<file path="src/rtl/id_arb_if.sv">
// -----------------------------------------------------------------------------
// id_arb_if
// Bundle of the two character sources, the forwarded-character stream and the
// token/identifier reporting outputs used by id_arbiter.
//   master modport : drives the two sources, observes everything else
//   slave  modport : the arbiter side (accepts sources, drives results)
// Parameter CNT_W sets the width of the per-source identifier counters.
// -----------------------------------------------------------------------------
interface id_arb_if #(
    parameter int CNT_W = 8
);
    logic             req0_valid;
    logic [7:0]       req0_char;
    logic             req0_ready;
    logic             req1_valid;
    logic [7:0]       req1_char;
    logic             req1_ready;
    logic             out_valid;
    logic [7:0]       out_char;
    logic             out_src;
    logic             tok_done;
    logic             tok_is_id;
    logic             tok_src;
    logic [CNT_W-1:0] id_cnt0;
    logic [CNT_W-1:0] id_cnt1;

    modport master (
        output req0_valid, req0_char, req1_valid, req1_char,
        input  req0_ready, req1_ready, out_valid, out_char, out_src,
        input  tok_done, tok_is_id, tok_src, id_cnt0, id_cnt1
    );

    modport slave (
        input  req0_valid, req0_char, req1_valid, req1_char,
        output req0_ready, req1_ready, out_valid, out_char, out_src,
        output tok_done, tok_is_id, tok_src, id_cnt0, id_cnt1
    );
endinterface

</file>
<file path="src/rtl/id_arbiter.sv">
// -----------------------------------------------------------------------------
// id_arbiter
// Arbitrates two ASCII character sources. A granted source keeps the grant
// until it delivers a delimiter, so a token is never interleaved with the other
// source. Every accepted character is forwarded one cycle later; tokens
// (runs of letters/digits) are reported when their closing delimiter is
// forwarded, and tokens starting with a letter are counted per source.
// Ports:
//   clk   : rising-edge clock
//   reset : asynchronous active-high reset
//   bus   : id_arb_if.slave (sources, forwarded stream, token reports, counters)
// Parameters: CNT_W counter width, TMO_CYC watchdog limit.
// Optional feature: define ID_ARB_TIMEOUT_EN to add a watchdog that releases a
// grant after TMO_CYC consecutive idle cycles of the granted source.
// -----------------------------------------------------------------------------
module id_arbiter #(
    parameter int CNT_W   = 8,
    parameter int TMO_CYC = 16
) (
    input  logic      clk,
    input  logic      reset,
    id_arb_if.slave   bus
);
    typedef enum logic [1:0] {
        IDLE   = 2'd0,
        GRANT0 = 2'd1,
        GRANT1 = 2'd2
    } state_t;

    state_t           state_r, state_next_s;
    logic             last_grant_r, last_grant_next_s;
    logic             granted_s, sel_src_s, sel_valid_s, accept_s, tmo_s;
    logic [7:0]       sel_char_s;
    logic             is_letter_s, is_delim_s;
    logic             len_nz_r, first_letter_r;
    logic             ready0_r, ready1_r;
    logic             out_valid_r, out_src_r;
    logic [7:0]       out_char_r;
    logic             tok_done_r, tok_is_id_r, tok_src_r;
    logic [CNT_W-1:0] cnt0_r, cnt1_r;

    function automatic logic f_is_letter(input logic [7:0] c);
        return ((c >= 8'd65) && (c <= 8'd90)) || ((c >= 8'd97) && (c <= 8'd122));
    endfunction

    function automatic logic f_is_digit(input logic [7:0] c);
        return (c >= 8'd48) && (c <= 8'd57);
    endfunction

    assign granted_s   = (state_r == GRANT0) || (state_r == GRANT1);
    assign sel_src_s   = (state_r == GRANT1);
    assign sel_valid_s = sel_src_s ? bus.req1_valid : bus.req0_valid;
    assign sel_char_s  = sel_src_s ? bus.req1_char  : bus.req0_char;
    assign accept_s    = granted_s && sel_valid_s;
    assign is_letter_s = f_is_letter(sel_char_s);
    assign is_delim_s  = !is_letter_s && !f_is_digit(sel_char_s);

`ifdef ID_ARB_TIMEOUT_EN
    localparam int WD_W = $clog2(TMO_CYC + 1);
    logic [WD_W-1:0] wd_cnt_r;

    // Watchdog: counts consecutive idle cycles of the granted source
    always_ff @(posedge clk or posedge reset) begin
        if (reset) begin
            wd_cnt_r <= '0;
        end else if (!granted_s || accept_s || (state_next_s != state_r)) begin
            wd_cnt_r <= '0;
        end else begin
            wd_cnt_r <= wd_cnt_r + WD_W'(1);
        end
    end

    // The TMO_CYC-th idle cycle forces the release
    assign tmo_s = granted_s && !sel_valid_s && (wd_cnt_r == WD_W'(TMO_CYC - 1));
`else
    assign tmo_s = 1'b0;
`endif

    // Next-state logic: grant selection in IDLE, release on delimiter or timeout
    always_comb begin
        state_next_s      = state_r;
        last_grant_next_s = last_grant_r;
        case (state_r)
            IDLE: begin
                if (bus.req0_valid && bus.req1_valid) begin
                    state_next_s = last_grant_r ? GRANT0 : GRANT1;
                end else if (bus.req0_valid) begin
                    state_next_s = GRANT0;
                end else if (bus.req1_valid) begin
                    state_next_s = GRANT1;
                end else begin
                    state_next_s = IDLE;
                end
            end
            GRANT0, GRANT1: begin
                if ((accept_s && is_delim_s) || tmo_s) begin
                    state_next_s      = IDLE;
                    last_grant_next_s = sel_src_s;
                end else begin
                    state_next_s = state_r;
                end
            end
            default: begin
                state_next_s = IDLE;
            end
        endcase
    end

    // State, grant history, ready decode and forwarded-character registers
    always_ff @(posedge clk or posedge reset) begin
        if (reset) begin
            state_r      <= IDLE;
            last_grant_r <= 1'b1;
            ready0_r     <= 1'b0;
            ready1_r     <= 1'b0;
            out_valid_r  <= 1'b0;
            out_char_r   <= 8'h00;
            out_src_r    <= 1'b0;
        end else begin
            state_r      <= state_next_s;
            last_grant_r <= last_grant_next_s;
            ready0_r     <= (state_next_s == GRANT0);
            ready1_r     <= (state_next_s == GRANT1);
            out_valid_r  <= accept_s;
            if (accept_s) begin
                out_char_r <= sel_char_s;
                out_src_r  <= sel_src_s;
            end
        end
    end

    // Token tracking, token report and saturating identifier counters
    always_ff @(posedge clk or posedge reset) begin
        if (reset) begin
            len_nz_r       <= 1'b0;
            first_letter_r <= 1'b0;
            tok_done_r     <= 1'b0;
            tok_is_id_r    <= 1'b0;
            tok_src_r      <= 1'b0;
            cnt0_r         <= '0;
            cnt1_r         <= '0;
        end else begin
            tok_done_r <= 1'b0;
            if (accept_s && !is_delim_s) begin
                if (!len_nz_r) begin
                    first_letter_r <= is_letter_s;
                end
                len_nz_r <= 1'b1;
            end else if (accept_s) begin
                if (len_nz_r) begin
                    tok_done_r  <= 1'b1;
                    tok_is_id_r <= first_letter_r;
                    tok_src_r   <= sel_src_s;
                    if (first_letter_r && sel_src_s && (cnt1_r != {CNT_W{1'b1}})) begin
                        cnt1_r <= cnt1_r + CNT_W'(1);
                    end else if (first_letter_r && !sel_src_s && (cnt0_r != {CNT_W{1'b1}})) begin
                        cnt0_r <= cnt0_r + CNT_W'(1);
                    end
                end
                len_nz_r       <= 1'b0;
                first_letter_r <= 1'b0;
            end else if (state_next_s != state_r) begin
                // grant released without a delimiter (watchdog): abort token
                len_nz_r       <= 1'b0;
                first_letter_r <= 1'b0;
            end else begin
                len_nz_r       <= len_nz_r;
                first_letter_r <= first_letter_r;
            end
        end
    end

    assign bus.req0_ready = ready0_r;
    assign bus.req1_ready = ready1_r;
    assign bus.out_valid  = out_valid_r;
    assign bus.out_char   = out_char_r;
    assign bus.out_src    = out_src_r;
    assign bus.tok_done   = tok_done_r;
    assign bus.tok_is_id  = tok_is_id_r;
    assign bus.tok_src    = tok_src_r;
    assign bus.id_cnt0    = cnt0_r;
    assign bus.id_cnt1    = cnt1_r;
endmodule

</file>
<file path="src/flat_wrapper.sv">
// flat-port wrapper written by rule: the top's interface ports become plain ports
module id_arbiter_flat 
#(
    parameter int CNT_W   = 8,
    parameter int TMO_CYC = 16
)
  (clk, reset, bus_req0_valid, bus_req0_char, bus_req1_valid, bus_req1_char, bus_req0_ready, bus_req1_ready, bus_out_valid, bus_out_char, bus_out_src, bus_tok_done, bus_tok_is_id, bus_tok_src, bus_id_cnt0, bus_id_cnt1);
  id_arb_if #(.CNT_W(CNT_W)) bus_i ();
  input  logic clk;
  input  logic reset;
  input wire logic [$bits(bus_i.req0_valid)-1:0] bus_req0_valid;
  input wire logic [$bits(bus_i.req0_char)-1:0] bus_req0_char;
  input wire logic [$bits(bus_i.req1_valid)-1:0] bus_req1_valid;
  input wire logic [$bits(bus_i.req1_char)-1:0] bus_req1_char;
  output wire logic [$bits(bus_i.req0_ready)-1:0] bus_req0_ready;
  output wire logic [$bits(bus_i.req1_ready)-1:0] bus_req1_ready;
  output wire logic [$bits(bus_i.out_valid)-1:0] bus_out_valid;
  output wire logic [$bits(bus_i.out_char)-1:0] bus_out_char;
  output wire logic [$bits(bus_i.out_src)-1:0] bus_out_src;
  output wire logic [$bits(bus_i.tok_done)-1:0] bus_tok_done;
  output wire logic [$bits(bus_i.tok_is_id)-1:0] bus_tok_is_id;
  output wire logic [$bits(bus_i.tok_src)-1:0] bus_tok_src;
  output wire logic [$bits(bus_i.id_cnt0)-1:0] bus_id_cnt0;
  output wire logic [$bits(bus_i.id_cnt1)-1:0] bus_id_cnt1;
  assign bus_i.req0_valid = bus_req0_valid;
  assign bus_i.req0_char = bus_req0_char;
  assign bus_i.req1_valid = bus_req1_valid;
  assign bus_i.req1_char = bus_req1_char;
  assign bus_req0_ready = bus_i.req0_ready;
  assign bus_req1_ready = bus_i.req1_ready;
  assign bus_out_valid = bus_i.out_valid;
  assign bus_out_char = bus_i.out_char;
  assign bus_out_src = bus_i.out_src;
  assign bus_tok_done = bus_i.tok_done;
  assign bus_tok_is_id = bus_i.tok_is_id;
  assign bus_tok_src = bus_i.tok_src;
  assign bus_id_cnt0 = bus_i.id_cnt0;
  assign bus_id_cnt1 = bus_i.id_cnt1;
  id_arbiter #(.CNT_W(CNT_W), .TMO_CYC(TMO_CYC)) u_core (.clk(clk), .reset(reset), .bus(bus_i));
endmodule
</file>
<file path="config.mk">
export PLATFORM = sky130hd
export DESIGN_NAME = id_arbiter_flat
export DESIGN_NICKNAME = d
export VERILOG_FILES = /design/src/rtl/id_arb_if.sv /design/src/rtl/id_arbiter.sv /design/src/flat_wrapper.sv
export SDC_FILE = /design/constraint.sdc
export NUM_CORES = 1
export LEC_CHECK = 0
export ABC_AREA = 1
export ABC_CLOCK_PERIOD_IN_PS = 2900
export BUFFER_PORTS_ARGS = -buffer_cell sky130_fd_sc_hd__buf_2
export CORE_AREA = 2 2 72 74
export DETAILED_ROUTE_END_ITERATION = 12
export DIE_AREA = 0 0 74 76
export GPL_ROUTABILITY_DRIVEN = 0
export PLACE_DENSITY_LB_ADDON = 0.08
export SLEW_MARGIN = 10
export SYNTH_ARGS = -nofsm -noshare
export SYNTH_HDL_FRONTEND = slang
export SYNTH_SLANG_ARGS = --single-unit
export TNS_END_PERCENT = 100
</file>
<file path="constraint.sdc">
create_clock -name clk -period 2.9 [get_ports clk]
set_input_delay 0.145 -clock clk [delete_from_list [all_inputs] [get_ports clk]]
set_output_delay 0.145 -clock clk [all_outputs]
set_load 0.005 [all_outputs]
</file>
Word level (Yosys, flattened, before mapping)
Index checks and enable logic that the tools add are counted.

Input bits: 20. Logic and storage cells: 74. Register bits after elaboration: 36.

Eq/ne operators: 8. Add/sub/neg operators: 2. Magnitude comparators: 6. Bitwise logic cells: 2. Reduce and logical (&&, ||, !) cells: 26. Muxes and demuxes: 16.

Operator list (number): $add A8 B1 Y8 const B (2); $ge A8 B7 Y1 const B (2); $le A8 B7 Y1 const B (2); $ne A8 B8 Y1 const B (2); $logic_and A1 B1 Y1 (12); $mux W2 (5); $mux W1 (9); $ge A8 B6 Y1 const B (1); $le A8 B6 Y1 const B (1); $mux W8 (1); $reduce_and A5 Y1 (1); $eq A2 B1 Y1 const B (2); $eq A2 B2 Y1 const B (2); $logic_not A1 Y1 (4); $pmux W2 S2 (1); $reduce_and A2 Y1 (2); $reduce_and A4 Y1 (1); $reduce_and A3 Y1 (1); $reduce_bool A3 Y1 (1); $logic_not A2 Y1 (1); $logic_or A1 B1 Y1 (2); $ne A2 B2 Y1 (1); $ne A2 B2 Y1 const B (1); $not A1 Y1 (2); $reduce_or A2 Y1 (1).

Logic depth before layout (Yosys ltp)
Gate-level depths: netlist of the first run.

Depth in word-level cells: 14. Depth in mapped cells: 19. Gate-level depth less buffers: 19.

Worst setup path after synthesis of the first run
No wires, ideal clock.

Path kind: register -> register. Start: register u_core.state_r[0]. End: register u_core.cnt0_r[5], in the netlist u_core.bus.id_cnt0[5]. Data required time: 2.779 ns. Arrival time: 2.036 ns. Cell stages (with the launch flop): 14. Clock period less this slack: 2.157 ns. Path slack: 0.743 ns. Cell sequence: dfrtp_1 inv_1 ha_1 o21ai_0 and2b_1 nand3_2 nand3_2 inv_2 nand2_4 nor2_4 nand2_4 nor2_4 nand3_2 xor2_1.

Word-level cells in the longest chain between the ends: 11. Elaborated cells on any way between the ends: 29.

Ends and longest elaborated chain: from (decl) (line id_arbiter.sv:30) `state_t state_r, state_next_s;`; from (signal assigned) (line id_arbiter.sv:120) `state_r <= state_next_s;`; $eq A2 B2 Y1 (*) (line id_arbiter.sv:51) `assign sel_src_s = (state_r == GRANT1);`; net u_core.sel_src_s (line id_arbiter.sv:32) `logic granted_s, sel_src_s, sel_valid_s, accept_s, tmo_s;`; $mux W8 (line id_arbiter.sv:53) `assign sel_char_s = sel_src_s ? bus.req1_char : bus.req0_char;`; $ge A8 B7 Y1 / $le A8 B7 Y1 (equally long branches) (line id_arbiter.sv:43) `return ((c >= 8'd65) && (c <= 8'd90)) || ((c >= 8'd97) && (c <= 8'd122));`; $logic_and A1 B1 Y1 (line id_arbiter.sv:43); $logic_or A1 B1 Y1 (line id_arbiter.sv:43); $logic_not A1 Y1 (line id_arbiter.sv:56) `assign is_delim_s = !is_letter_s && !f_is_digit(sel_char_s);`; $logic_and A1 B1 Y1 (line id_arbiter.sv:56); $logic_not A1 Y1 (line id_arbiter.sv:144) `if (accept_s && !is_delim_s) begin`; $logic_and A1 B1 Y1 (line id_arbiter.sv:144); $not A1 Y1 (no line); $reduce_and A5 Y1 (no line) (*); to (signal assigned) (line id_arbiter.sv:157) `cnt0_r <= cnt0_r + CNT_W'(1);`; to (decl) (line id_arbiter.sv:40) `logic [CNT_W-1:0] cnt0_r, cnt1_r;`.

The timed path passes the listed nets; every way through them passes the cells marked *. A chain may end at the register's enable or synchronous reset.

Worst setup path after layout of the first run
Ends and elaborated chain as after synthesis.

==> impl_results.md, run 1 <==
* Synth top area cells: dfrtp_1 47%, nand2_1 12%, xor2_1 4.3%
* Post_cts resized at 0
* WS Path Type: register to register
* Hold Slack at 127 ps
* Mux cell area share after synthesis at 0%
* Antenna cell count at 0
* Hold Vio Cnt, Final at 0
* Clock transition at path regs at about 70 ps
* Unrepaired setup endpoints after global routing: no
* Core area at 4910 µm²
* H-Tree Depth at 2
* Root buf cell: clkbuf_8
* Share of cells above drive strength 1 at 32.0%
* Insertion delay to the later sink of the worst-skew pair at 290 ps
* Synth Cell Area at 1850 µm²
* Max-slew violation count at 0
* CTS Sinks at 36
* Io pins at 51
* WL per Instance at about 11 µm
* #FFs+latches synth at 36
* Yosys cell types at 29
* Initial Util at 37.7%
* First-pass GRT wire length at between 6000 and 7000 µm
* Layout Nets at 293
* Via count at 1488
* Final ANT Viol Nets at 0
* Area of the die at 5620 µm²
* Register area share after synthesis at 48.7%
* Compound-Gate Fraction of Synth Area at 5.67%
* TritonCTS clock tree: built
* Max-slew headroom at 69.9%
* Global route overflow at 0
* Finished Layout Cells at 339
* Post-DP Area at 2200 µm²
* Initial antenna violation count at 0
* Crit share post-route at 86.4%
* Async S/R FF share, synth at 100%
* Critical Path Fanout Max at 9
* Hold Path Class: input pin to register
* Filler cells at 485
* Post-Syn Area per Cell at a little under 9 µm²
* VDD IR max at 377 µV
* Cts bufs inserted at 5
* Total GRT Usage at 15.2%
* Status: finished, final reports clean
* Clock Path Buffers at 2
* Post-Synth Simple-Gate Area at 30.0%
* Fmax at between 0.3 and 0.4 GHz
* Syn Nets at 234
* Pre-CTS WS at 393 ps
* Max Cap Viol at 0
* DR DRC count at 0
* Area grow syn2layout at 25.0%
* Largest net degree at the start of global routing at 37
* Leakage at 1.34 nW
* Total power at ~1.9 mW
* Worst path required time at 3080 ps
* Setup tns final at 0 ps
* Worst-Margin Slew at 451 ps
* Die Wd at 74 µm
* Fin area at 2320 µm²
* Area share of the leading cell type in the synthesized netlist at 47.3%
* Pre-Repair DR Iteration Count at 4
* Placed insts at between 300 and 400
* Total Wirelength at between 3000 and 4000 µm
* Die Y at roughly 76 µm
* Setup slack after layout at 395 ps
* PD cells at between 800 and 900 nW/µm²
* Rows at 26
* Initial DRC count at around 70
* Skew final at 4.67 ps
* Setup violators final at 0
* Startpoint types: register
* Input/output buffers at 50
* Number of setup buffers added after CTS at 0
* Worst Path Arrival at 2680 ps
* CP endpoint kind: register
* Post-Synth XOR/XNOR Area at 6.62%
* Finished Core Util at between 40% and 50%
* Area leader, netlist: dfrtp_1
* Vias per cell at 4.39
* Main synth FF type: dfrtp_1
* Final min period at 2500 ps
* Adder-cell share of the synthesized area at under 10%
* Yosys warns at 0
* Synth Instances at 209
* EDFF count, synth at 0
* Largest family of logic cells by synthesized area: simple AND/OR/NAND/NOR gates
* Dpl hpwl at ~2900 µm
* Vias in the first global route at 1537
==> cell families after synthesis <==
logic type,count (synthesis)
AOI/OAI and AO/OA,18
xor gates and xnor gates,14
adders and majority gates,5
buffers and inverters,26
DFF,36
and+or+nand+nor,110
==> metal layers <==
metal,wire [µm],part of all wire [%],global-route usage [%]
met4,66,1.7,5.45
met1,1840,48,19.7
met3,200,5.2,4.37
met2,1740,45,24.0
met5,0,0,0
==> worst max-delay path: stages, from the launching register on <==
cell and delay (ps):
dfrtp_1 410, inv_1 110, ha_1 370, buf_4 230
nand2_1 80, nand2_1 100, nor2_1 50, nor2_1 80
nand2_1 70, nand3_2 90, nand3_2 100, inv_2 90
nand2_4 100, nor2_4 110, nand2_4 90, nor2_4 120
nand3_2 70, xor2_1 140
==> final cells by class <==
cell class	count	area, µm²	area share, %
clock buffer	6	72.6	3.13
tap	70	87.6	3.78
multi-input combinational	147	846	36.5
sequential	36	902	39.0
clock inverter	2	35.0	1.51
timing repair buffer	54	283	12.2
inverter	24	90.1	3.89
==> placed cells by master (no fill, tap or decap), types with 3 or more instances in the layout <==
cell      count
nand2_1      58
buf_2        50
dfrtp_1      35
inv_1        20
nor2_1       16
nand3_1      13
xor2_1        9
o21ai_0       8
a31oi_1       6
xnor2_1       5
ha_1          5
clkbuf_8      5
nand2_2       4
inv_2         4
nor2_2        4
nand3_2       4
buf_4         3
==> worst paths after layout <==
kind	depth (start not counted)	end	start	slack, ps
max	17	u_core.bus.id_cnt0[5]	u_core.state_r[0]	400
min	3	u_core.bus.out_char[7]	bus_req1_char[7]	130
max reg2reg	17	u_core.bus.id_cnt0[5]	u_core.state_r[0]	400
min reg2reg	2	u_core.bus.out_char[4]	u_core.bus.out_char[4]	480
max in group asynchronous	4	u_core.last_grant_r	reset	2060
min in group asynchronous	4	u_core.bus.id_cnt1[0]	reset	500
==> registers in the layout (all words and copies together) (netlist names) <==
register	flops
u_core.first_letter_r	1
u_core.bus.id_cnt1	8
u_core.bus.id_cnt0	8
u_core.bus.out_valid	1
u_core.bus.tok_is_id	1
u_core.state_r	2
u_core.len_nz_r	1
u_core.bus.out_src	1
u_core.bus.tok_src	1
u_core.bus.out_char	8
u_core.bus.req1_ready	1
u_core.last_grant_r	1
u_core.bus.req0_ready	1
u_core.bus.tok_done	1
==> synth_stat cells (4+ instances only) <==
cell type,n
nand2_1,58
dfrtp_1,35
inv_1,20
nor2_1,16
nand3_1,13
xor2_1,9
o21ai_0,8
a31oi_1,6
ha_1,5
xnor2_1,5
inv_2,4
nand2_2,4
nand3_2,4
nor2_2,4
==> power by group <==
group / leakage (nW) / internal (mW) / switching (mW)
logic: 0.813 / 0.284 / 0.473
registers: 0.469 / 0.632 / 0.0745
clock network: 0.0552 / 0.255 / 0.177
total: 1.34 / 1.17 / 0.724
==> repair_timing <==
item                                   4_1_cts  5_1_grt
setup endpoints to repair                    0        0
hold buffers                                 1        0
endpoints found under the hold margin       35        0
No activity file was read; power rests on OpenSTA's default activity.
==> inputs of run 2 (changes only) <==
PLACE_DENSITY_LB_ADDON = not set   (was 0.08)
==> impl_results.md, run 2 (synthesis results as in run 1) <==
* Status: finished, final reports clean
* TritonCTS clock tree: built
* CP Launch Point: u_core.state_r[0]
* Max-slew headroom at 53.3%
* Dpl hpwl at 2820 µm
* Worst path required time at 3070 ps
* CP endpoint kind: register
* Die Y at 76 µm
* # hold bufs at CTS at 1
* Area grow syn2layout at 25.2%
* Global route overflow at 0
* Share of cells above drive strength 1 at about a third
* Crit share post-route at roughly nine tenths
* Vias per cell at 4.40
* Rows at 26
* Layout Nets at roughly 290
* Via count at 1490
* Max Cap Viol at 0
* Hold Path Class: input pin to register
* Skew final at roughly 11 ps
* PD cells at roughly 820 nW/µm²
* Hold path startpoint: bus_req1_char[5]
* WHS Endpoint: u_core.bus.out_char[5]
* Total Wirelength at 3750 µm
* Initial antenna violation count at 0
* Core area at ~5000 µm²
* Worst flop-to-flop path endpoint: u_core.bus.id_cnt0[5]
* CTS Sinks at 36
* Clock transition at path regs at 70 ps
* Worst Path Arrival at about 2800 ps
* Total GRT Usage at 14.6%
* Cts bufs inserted at 5
* Leakage at 1.34 nW
* VDD IR max at ~250 µV
* Unrepaired setup endpoints after global routing: no
* DR DRC count at 0
* WS Path Type: register to register
* Most frequent cells in the layout: 58 x nand2_1, 50 x buf_2, 35 x dfrtp_1, 20 x inv_1, 16 x nor2_1
* Antenna cell count at 0
* Insertion delay to the later sink of the worst-skew pair at between 200 and 300 ps
* Final min period at between 2000 and 3000 ps
* Hold Path Depth at 3
* Vias in the first global route at roughly 1.4k
* Commonest non-fill, non-tap cell in the layout: nand2_1
* Multi-input logic area at 846 µm²
* Io pins at 51
* Post_cts resized at 0
* Final ANT Viol Nets at 0
* Startpoint types: register
* WL per Instance at ~11 µm
* Reg2reg start: u_core.state_r[0]
* Number of setup buffers added after CTS at 0
* H-Tree Depth at 2
* Filler cells at 489
* Die Wd at 74 µm
* Setup tns final at 0 ps
* R2r setup slk at 300 ps
* Max-slew violation count at 0
* Initial DRC count at 58
* Initial Util at ~38%
* Worst-Margin Slew at ~700 ps
* Pre-Repair DR Iteration Count at 4
* Clock Path Buffers at 2
* First-pass GRT wire length at 6350 µm
* Fmax at 0.384 GHz
* R2R cell count at 16
* Fin area at 2320 µm²
* Reg area at roughly 900 µm²
* Area of the die at 5620 µm²
* Hold Vio Cnt, Final at 0
* Root buf cell: clkbuf_8
* Largest net degree at the start of global routing at 20
* Post-DP Area at approximately 2200 µm²
* Input/output buffers at 50
* Setup violators final at 0
* Critical Path Fanout Max at 12
[run 2: changes by cell type in the layout (fill, tap and decap cells not counted)]
cell,change
clkbuf_1,-1
clkinvlp_4,+1
[run 2: cell type report]
class,instances,share of cell area [%]
Tap cell,70,3.78
Clock buffer,5,2.97
Timing Repair Buffer,54,12.2
Multi-Input combinational cell,147,36.5
Clock inverter,3,1.83
Sequential cell,36,38.9
Inverter,24,3.88
[run 2: critical path, cell delays in order, from the launching register on]
cell and delay [ps]:
dfrtp_1 410, inv_1 110, ha_1 440, inv_2 150, nand2_1 110, nand2_1 70
nor2_2 120, nand3_1 100, nand3_2 130, nand3_2 100, inv_2 100, nand2_4 100
nor2_4 120, nand2_4 100, nor2_4 120, nand3_2 70, xor2_1 140
[run 2: metal layers]
| layer | share of wire [%] | wire, µm | vias to the layer above | track usage, % |
|---|---|---|---|---|
| met3 | 3.8 | 141 | 4 | 3.97 |
| met2 | 46 | 1740 | 29 | 21.9 |
| met4 | 1.4 | 51 | 0 | 6.00 |
| met5 | 0 | 0 | - | 0 |
| met1 | 48 | 1810 | 677 | 19.6 |
| li1 | - | - | 780 | - |
[run 2: how the worst max path moves through the flow]
stage                            end  slack [ps]  cells after the start
4_1_cts        u_core.bus.id_cnt0[5]         260                     16
5_1_grt        u_core.bus.id_cnt0[5]          30                     16
3_3_place_gp   u_core.bus.id_cnt0[5]         340                     16
2_1_floorplan  u_core.bus.id_cnt0[5]         740                     13
6_report       u_core.bus.id_cnt0[5]         300                     16
3_5_place_dp   u_core.bus.id_cnt0[5]         290                     16
[run 2: power breakdown]
group	switching [mW]	leakage, nW	internal [mW]	total (mW)
Clock	0.187	0.0541	0.254	0.442
Combinational	0.464	0.813	0.284	0.749
Sequential	0.0709	0.469	0.631	0.702
[run 2: stage by stage]
stage	hold WS, ps	worst slack, ps	utilization (%)	total power [mW]	std cells
after detailed placement	293	288	44.8	1.46	330
after floorplan	302	743	-	1.24	209
after global routing	155	26.0	47.2	2.07	339
after CTS	128	261	47.2	1.92	339
final	131	295	47.2	1.89	339
after global placement	300	344	44.8	1.46	330
